$ cat src/rtl/elevator_call_panel.sv
// elevator_call_panel: hall-call capture, request-line drive and door dwell timing
// for a four-floor elevator controller.
module elevator_call_panel #(
    parameter int DWELL_CYCLES = 4
) (
    input  logic       i_clk,
    input  logic       i_rst_n,
    input  logic [3:0] i_btn,
    input  logic [1:0] i_floor,
    output logic       o_ra,
    output logic       o_rb,
    output logic       o_rc,
    output logic       o_rd,
    output logic       o_door_open,
    output logic       o_busy,
    output logic [2:0] o_pending_cnt
);
    typedef enum logic [1:0] {IDLE, SERVE, DOOR} state_t;

    localparam logic [7:0] RELOAD = 8'(DWELL_CYCLES - 1);

    state_t     r_state, w_state_n;
    logic [3:0] r_btn_prev, r_pending, w_pending_n, w_press, w_floor_oh, w_df_oh;
    logic [3:0] r_req, w_req_n;
    logic [1:0] r_df, w_df_n;
    logic [7:0] r_cnt, w_cnt_n;
    logic [2:0] r_pcnt, w_pcnt_n;
    logic       r_door, r_busy;

    assign w_press    = i_btn & ~r_btn_prev;
    assign w_floor_oh = 4'b0001 << i_floor;
    assign w_df_oh    = 4'b0001 << r_df;

    always_comb begin
        w_state_n   = r_state;
        w_df_n      = r_df;
        w_cnt_n     = r_cnt;
        w_pending_n = r_pending | w_press;
        if (r_state == DOOR) begin
            // A press on the open floor only extends the dwell.
            w_pending_n = r_pending | (w_press & ~w_df_oh);
            if (w_press[r_df])
                w_cnt_n = RELOAD;
            else if (r_cnt != '0)
                w_cnt_n = r_cnt - 8'd1;
            else
                w_state_n = (w_pending_n != '0) ? SERVE : IDLE;
        end else if (w_pending_n[i_floor]) begin
            w_state_n   = DOOR;
            w_df_n      = i_floor;
            w_cnt_n     = RELOAD;
            w_pending_n = w_pending_n & ~w_floor_oh;
        end else begin
            w_state_n = (w_pending_n != '0) ? SERVE : IDLE;
        end
        w_req_n  = (w_state_n == DOOR) ? (4'b0001 << w_df_n) : w_pending_n;
        w_pcnt_n = 3'(w_pending_n[0]) + 3'(w_pending_n[1]) + 3'(w_pending_n[2]) + 3'(w_pending_n[3]);
    end

    always_ff @(posedge i_clk or negedge i_rst_n) begin
        if (!i_rst_n) begin
            r_state    <= IDLE;
            r_btn_prev <= '0;
            r_pending  <= '0;
            r_df       <= '0;
            r_cnt      <= '0;
            r_req      <= '0;
            r_door     <= 1'b0;
            r_busy     <= 1'b0;
            r_pcnt     <= '0;
        end else begin
            r_state    <= w_state_n;
            r_btn_prev <= i_btn;
            r_pending  <= w_pending_n;
            r_df       <= w_df_n;
            r_cnt      <= w_cnt_n;
            r_req      <= w_req_n;
            r_door     <= (w_state_n == DOOR);
            r_busy     <= (w_pending_n != '0) || (w_state_n == DOOR);
            r_pcnt     <= w_pcnt_n;
        end
    end

    assign {o_rd, o_rc, o_rb, o_ra} = r_req;
    assign o_door_open   = r_door;
    assign o_busy        = r_busy;
    assign o_pending_cnt = r_pcnt;
endmodule

$ cat config.mk
export PLATFORM = sky130hd
export DESIGN_NAME = elevator_call_panel
export DESIGN_NICKNAME = d
export VERILOG_FILES = /design/src/rtl/elevator_call_panel.sv
export SDC_FILE = /design/constraint.sdc
export NUM_CORES = 1
export LEC_CHECK = 0
export ABC_CLOCK_PERIOD_IN_PS = 6700
export CAP_MARGIN = 20
export CORE_MARGIN = 10
export CORE_UTILIZATION = 40
export CTS_CLUSTER_SIZE = 12
export DETAILED_ROUTE_END_ITERATION = 8
export GPL_TIMING_DRIVEN = 1
export PLACE_DENSITY_LB_ADDON = 0.15
export SLEW_MARGIN = 20
export SYNTH_ARGS = -nofsm -noshare
export SYNTH_HDL_FRONTEND = slang
export SYNTH_SLANG_ARGS = --single-unit
export TNS_END_PERCENT = 1
$ cat constraint.sdc
create_clock -name i_clk -period 6.7 [get_ports i_clk]
set_input_delay 2.01 -clock i_clk [delete_from_list [all_inputs] [get_ports i_clk]]
set_output_delay 2.01 -clock i_clk [all_outputs]
set_load 0.05 [all_outputs]
# After elaboration in Yosys (flattened, before gate mapping)
# Index checks and enable logic that the tools add are counted.
[classes]
addsub = 4
n_bitwise = 8
shift = 3
div = 0
n_eq_ne = 3
n_mul = 0
magnitude_cmp = 2
muxes = 19
n_reduce_logical = 7
[ops]
columns = ["cell", "count"]
rows = [
  ["8-bit two-way mux", 4],
  ["4-bit bitwise AND", 3],
  ["2-bit two-way mux", 6],
  ["4-bit two-way mux", 3],
  ["4-bit NOT", 3],
  ["4-bit nonzero test", 3],
  ["1-bit by 2-bit left shift with 4-bit output (first input constant)", 3],
  ["4-bit OR", 2],
  ["8-bit nonzero test", 1],
  ["8-bit by 1-bit subtractor with 8-bit output (second input constant)", 1],
  ["2-bit by 3-bit < comparator with 1-bit output (second input constant)", 2],
  ["1-bit binary-select mux with 2-bit select", 2],
  ["2-bit equality test (second input constant)", 2],
  ["1-bit two-way mux", 4],
  ["2-bit by 1-bit adder with 3-bit output", 1],
  ["3-bit by 1-bit adder with 3-bit output", 1],
  ["3-bit by 1-bit inequality test with 1-bit output (second input constant)", 1],
  ["1-bit by 1-bit adder with 2-bit output", 1],
  ["2-bit AND reduction", 1],
  ["2-bit nonzero test", 1],
  ["1-bit logical OR", 1],
]
[word_totals]
mem_bits_rw = 0
in_bits = 8
output_inout_bits = 9
latchBits = 0
n_memories = 0
register_bits = 29
rom_bits = 0

# Longest topological paths before layout
[logic_depth]
word_depth = 11
mapped_depth = 8
depth_no_buf = 7

# Worst setup path after synthesis
# OpenSTA, ideal clock, no wires.
[synth_path]
kind = "input port to flip-flop"
from = "input i_btn[0]"
to = "register r_pcnt[1] (netlist: o_pending_cnt[1])"
required_ns = 6.574
arrival_ns = 3.613
path_buffers = 0
setup_slack_ns = 2.961
setup_time_ns = 0.126
path_stages = 7
cell_sequence = "nor2b_1 -> nor2_1 -> or3_1 -> fa_1 -> inv_1 -> ha_1 -> ha_1"
[synth_via]
elab_chain_len = 9
word_cells_on_any_way = 12
[synth_rtl]
columns = ["item", "line", "rtl"]
rows = [
  ["from (decl)", "8", "input logic [3:0] i_btn,"],
  ["4-bit bitwise AND *", "30", "assign w_press = i_btn & ~r_btn_prev;"],
  ["4-bit OR", "38", "w_pending_n = r_pending | w_press;"],
  ["1-bit binary-select mux with 2-bit select", "48", "end else if (w_pending_n[i_floor]) begin"],
  ["1-bit two-way mux (not written as such)", "48", ""],
  ["4-bit two-way mux", "48", ""],
  ["4-bit two-way mux *", "39", "if (r_state == DOOR) begin"],
  ["1-bit by 1-bit adder with 2-bit output", "57", "w_pcnt_n = 3'(w_pending_n[0]) + 3'(w_pending_n[1]) + 3'(w_pending_n[2]) + 3'(w_pending_n[3]);"],
  ["2-bit by 1-bit adder with 3-bit output", "57", ""],
  ["3-bit by 1-bit adder with 3-bit output *", "57", ""],
  ["via w_pcnt_n[1]", "27", "logic [2:0] r_pcnt, w_pcnt_n;"],
  ["to (signal assigned)", "80", "r_pcnt <= w_pcnt_n;"],
  ["to (decl)", "27", ""],
]
# Mark *: on every way through the listed nets, which the timed path passes. The rest lies on a longest branch. The select of a mux whose other input is x is not followed.
# A chain may end at the register's enable or synchronous reset.

# Final worst setup path
# Same ends and word-level chain as after synthesis.

==> metrics.sh <==
OUTCOME='finished, final reports clean'
MET3_USAGE_PCT=4.957
POST_SYNTH_NUM_CELL_TYPES=54
FINALCLOCKSKEW_NS=0.003103
WORST_SKEW_PAIR.LATE_LATENCY_NS=0.28
LARGEST_NET_DEGREE_AT_THE_START_OF_GLOBAL_ROUTING=30
PLACEABLECOREAREA_MM2=0.003744
SYN-INSTANCE-COUNT=147
CTS.REPAIR_TIMING.SETUP_BUFFER_COUNT=0
CLOCK_SINK_COUNT=29
CELLLEAKAGEPOWER_uW=0.0007517
FIRST_GLOBAL_VIAS=1146
LAYOUT.CELLS.MOST_COMMON='dfrtp_1'
CTS-HOLD-FIX-BUFFERS=0
ROWS=22
FIRST_PASS_GRT_WIRE_LENGTH_UM=5823
NUMBER_OF_REMAINING_DRC_ERRORS=0
CTSLONGESTPATHBUFFERS=2
HOLD_VIOL_FINAL=0
VIAS=1159
DIE_H_UM=82.78
MAXSLEWHEADROOM_PCT=58.53
DESIGN.FINAL.NETS=177
DRT_WL_TOTAL_UM=3350
NUMPORTBUFFERS=16
SYNTH.TOP_CELL.AREA_SHARE_PCT=46.03
YS_WARN_COUNT=0
POSTSYNTHNETCOUNT=160
SYN-MEAN-INSTANCE-AREA_UM2=10.72
CRITICAL_PATH_S_SLOWEST_CELL='fa_1'
TIMING.CRITICAL_PATH.ARRIVAL_NS=4.26
GRT_USE_TOTAL_PCT=11.23
TIGHTEST_SLEW_NS=0.6221
FLOORPLAN.DIE.WIDTH_UM=82.78
GRT_BUSIEST_LAYER='met2'
PEAK_SUPPLY_DROP_uV=270.6
ANTENNADIODECOUNT=0
DETAIL_ROUTE.VIAS_PER_CELL=5.467
WORST_HOLD_PATH_TYPE='reg2reg'
PLACE.DETAILED.HPWL_UM=2462
SYNTH-SEQ-CELLS=29
CRITICAL_PATH.N_BUFFERS_INVERTERS=2
CRITICAL_PATH.MOST_COMMON_CELL='ha_1'
POST_SYNTH_MAIN_AREA_CONTRIBUTORS='dfrtp_1 46%, ha_1 3.2%, nor2b_1 2.8%'
POST_CTS_RESIZE_COUNT=0
WORSTSETUPSTARTPOINTTYPE='input port'
CLOCK_BUFFER_COUNT_FROM_CTS=5
CPPEAKSTAGEDELAY_NS=0.58
TRITONCTS='done'
LAYOUT.AREA.SEQ_UM2=725.7
POST-ROUTE-PERIOD-UTIL_PCT=61.24
CELLPOWERDENSITY_mW_PER_MM2=551.9
FLOORPLAN.INITIALDENSITY_PCT=42.11
DETAILEDROUTE.FIRSTITERATIONVIOLATIONS=137
ACHIEVABLE-FREQUENCY_GHz=0.2437
PREDOMINANT_POST_SYNTHESIS_FLOP_CELL='dfrtp_1'
NETLIST_AREA_MM2=0.001577
MULTI_INPUT_AREA_UM2=770.7
FINALSETUPTNS_NS=0
CRITICALPATHCATEGORY='in2reg'
DETAIL_ROUTE.WL_PER_CELL_UM=15.80
ANT_NETS=0
LAYOUT_COMMON_CELLS='29 x dfrtp_1, 16 x clkdlybuf4s50_1, 10 x inv_1'
TOP_LEVEL_PORTS=17
CORE_UTILIZATION_OF_THE_FINISHED_LAYOUT_PCT=49.36
DETAIL_ROUTE.FIRST_PASS.ITERATIONS=4
RSZ0062_AT_GRT='false'
FLOORPLAN.DIE_AREA_MM2=0.006853
NUMBER_OF_FLOPS_MAPPED_TO_ENABLE_CELLS_BY_YOSYS=0
HTREE_NUM_LEVELS=2
TIMING.CRITICAL_PATH.MAX_DELAY_FAMILY='adder cells'
FINALSETUPVIOLATIONS=0
FINAL_MAX_SLEW_VIOL_COUNT=0
SYNTH_AREA_LEADER_CELL='dfrtp_1'
CRITICAL_PATH.CELL_CHAIN='clkdlybuf4s50_1 > nor2b_1 > nor2_1 > or3_1 > fa_1 > inv_1 > ha_1 > ha_1'
ASYNC_RESET_FF_SHARE_PCT=100.0
CLKSLEWWORSTSETUPHOLDPATHS_NS=0.06
CLOCK-ROOT-BUFFER='clkbuf_8'
NUMBER_OF_ANTENNA_VIOLATIONS_AT_THE_FIRST_CHECK_IN_GLOBAL_ROUTING=0
SYN2LAYOUT_AREA_GROWTH_PCT=17.22
LAYOUT-DRIVE-GT1-SHARE_PCT=13.41
SETUP.WORST_PATH.END_CLASS='flip-flop'
SYNTH-SEQ-AREA-SHARE_PCT=46.03
DRV.MAX_CAP_VIOLATION_COUNT=0
CRITPATHMAXFANOUT=5
N_FILL_CELL=360
MET1_USAGE_PCT=14.61
FINALCRITICALPERIOD_NS=4.103
GLOBAL_ROUTE.OVERFLOW_TOTAL=0
CRITPATHREQUIREDTIME_NS=6.86
GR-USAGE-MET2_PCT=15.43
GPL.FINAL_WEIGHTED_CONGESTION=0.8225
-- metrics by stage --
stage               instance area (um^2)  setup WS, ns  hold WS [ns]  power (uW)  instances
global placement                    1762         2.382        0.5072       871.9        205
global route                        1848         2.489        0.5846        1113        212
detailed placement                  1762         2.303        0.5137       883.0        205
CTS                                 1848         2.602        0.5285        1029        212
finish                              1848         2.597        0.5266        1020        212
floorplan                           1577         2.961        0.4793       747.7        147
-- layout make-up --
cell class                      instances  share of cell area, %
Multi-Input combinational cell        101                  41.71
Sequential cell                        29                  39.27
Timing Repair Buffer                   17                  9.072
Clock buffer                            7                  4.672
Tap cell                               48                  3.250
Inverter                               10                  2.031
-- final timing paths --
path	startpoint	endpoint	slack, ns	cells after the start
worst max register to register	r_state[1]	o_pending_cnt[1]	4.03	7
min in group asynchronous	i_rst_n	r_df[1]	2.11	2
worst min-delay path	r_cnt[6]	r_cnt[6]	0.53	1
max in group asynchronous	i_rst_n	o_pending_cnt[1]	4.31	2
worst min register to register	r_cnt[6]	r_cnt[6]	0.53	1
worst max-delay path	i_btn[0]	o_pending_cnt[1]	2.60	8
-- kinds of logic (layout without fill, tap and decap cells) --
group / Yosys count / count (layout) / synth area share [%]
and+or+nand+nor: 57 / 57 / 23.18
AOI/OAI and AO/OA: 36 / 36 / 18.41
DFF: 29 / 29 / 46.03
buffers and inverters: 17 / 34 / 5.079
adders and majority gates: 5 / 5 / 4.445
muxes: 3 / 3 / 2.857
-- power breakdown --
part | total [uW] | switching, uW | leakage, uW | internal (uW)
Combinational | 574 | 358 | 0.000365 | 216
Clock | 143 | 61.3 | 0.0000443 | 81.2
Sequential | 304 | 57.9 | 0.000342 | 246
-- state kept, by name, indices dropped and copies added (netlist names) --
name / count
r_df: 2
r_state: 2
o_busy: 1
o_door_open: 1
o_pending_cnt: 3
r_cnt: 8
r_req: 4
r_pending: 4
r_btn_prev: 4
-- synthesized netlist by cell type, drive strengths merged, types with 5 or more instances --
master and count:
nor3 5, dfrtp 29, a21oi 8, o2bb2ai 5, inv 10, nand3 5, nand2 9, nor2 8
nor2b 8
-- per-layer routing --
metal  up-vias  share of wire, %
li1        562                 -
met1       548                45
met2        39                44
met3        10               8.7
met4         0               2.3
met5         -                 0
Power figures use the tool's default switching activity.
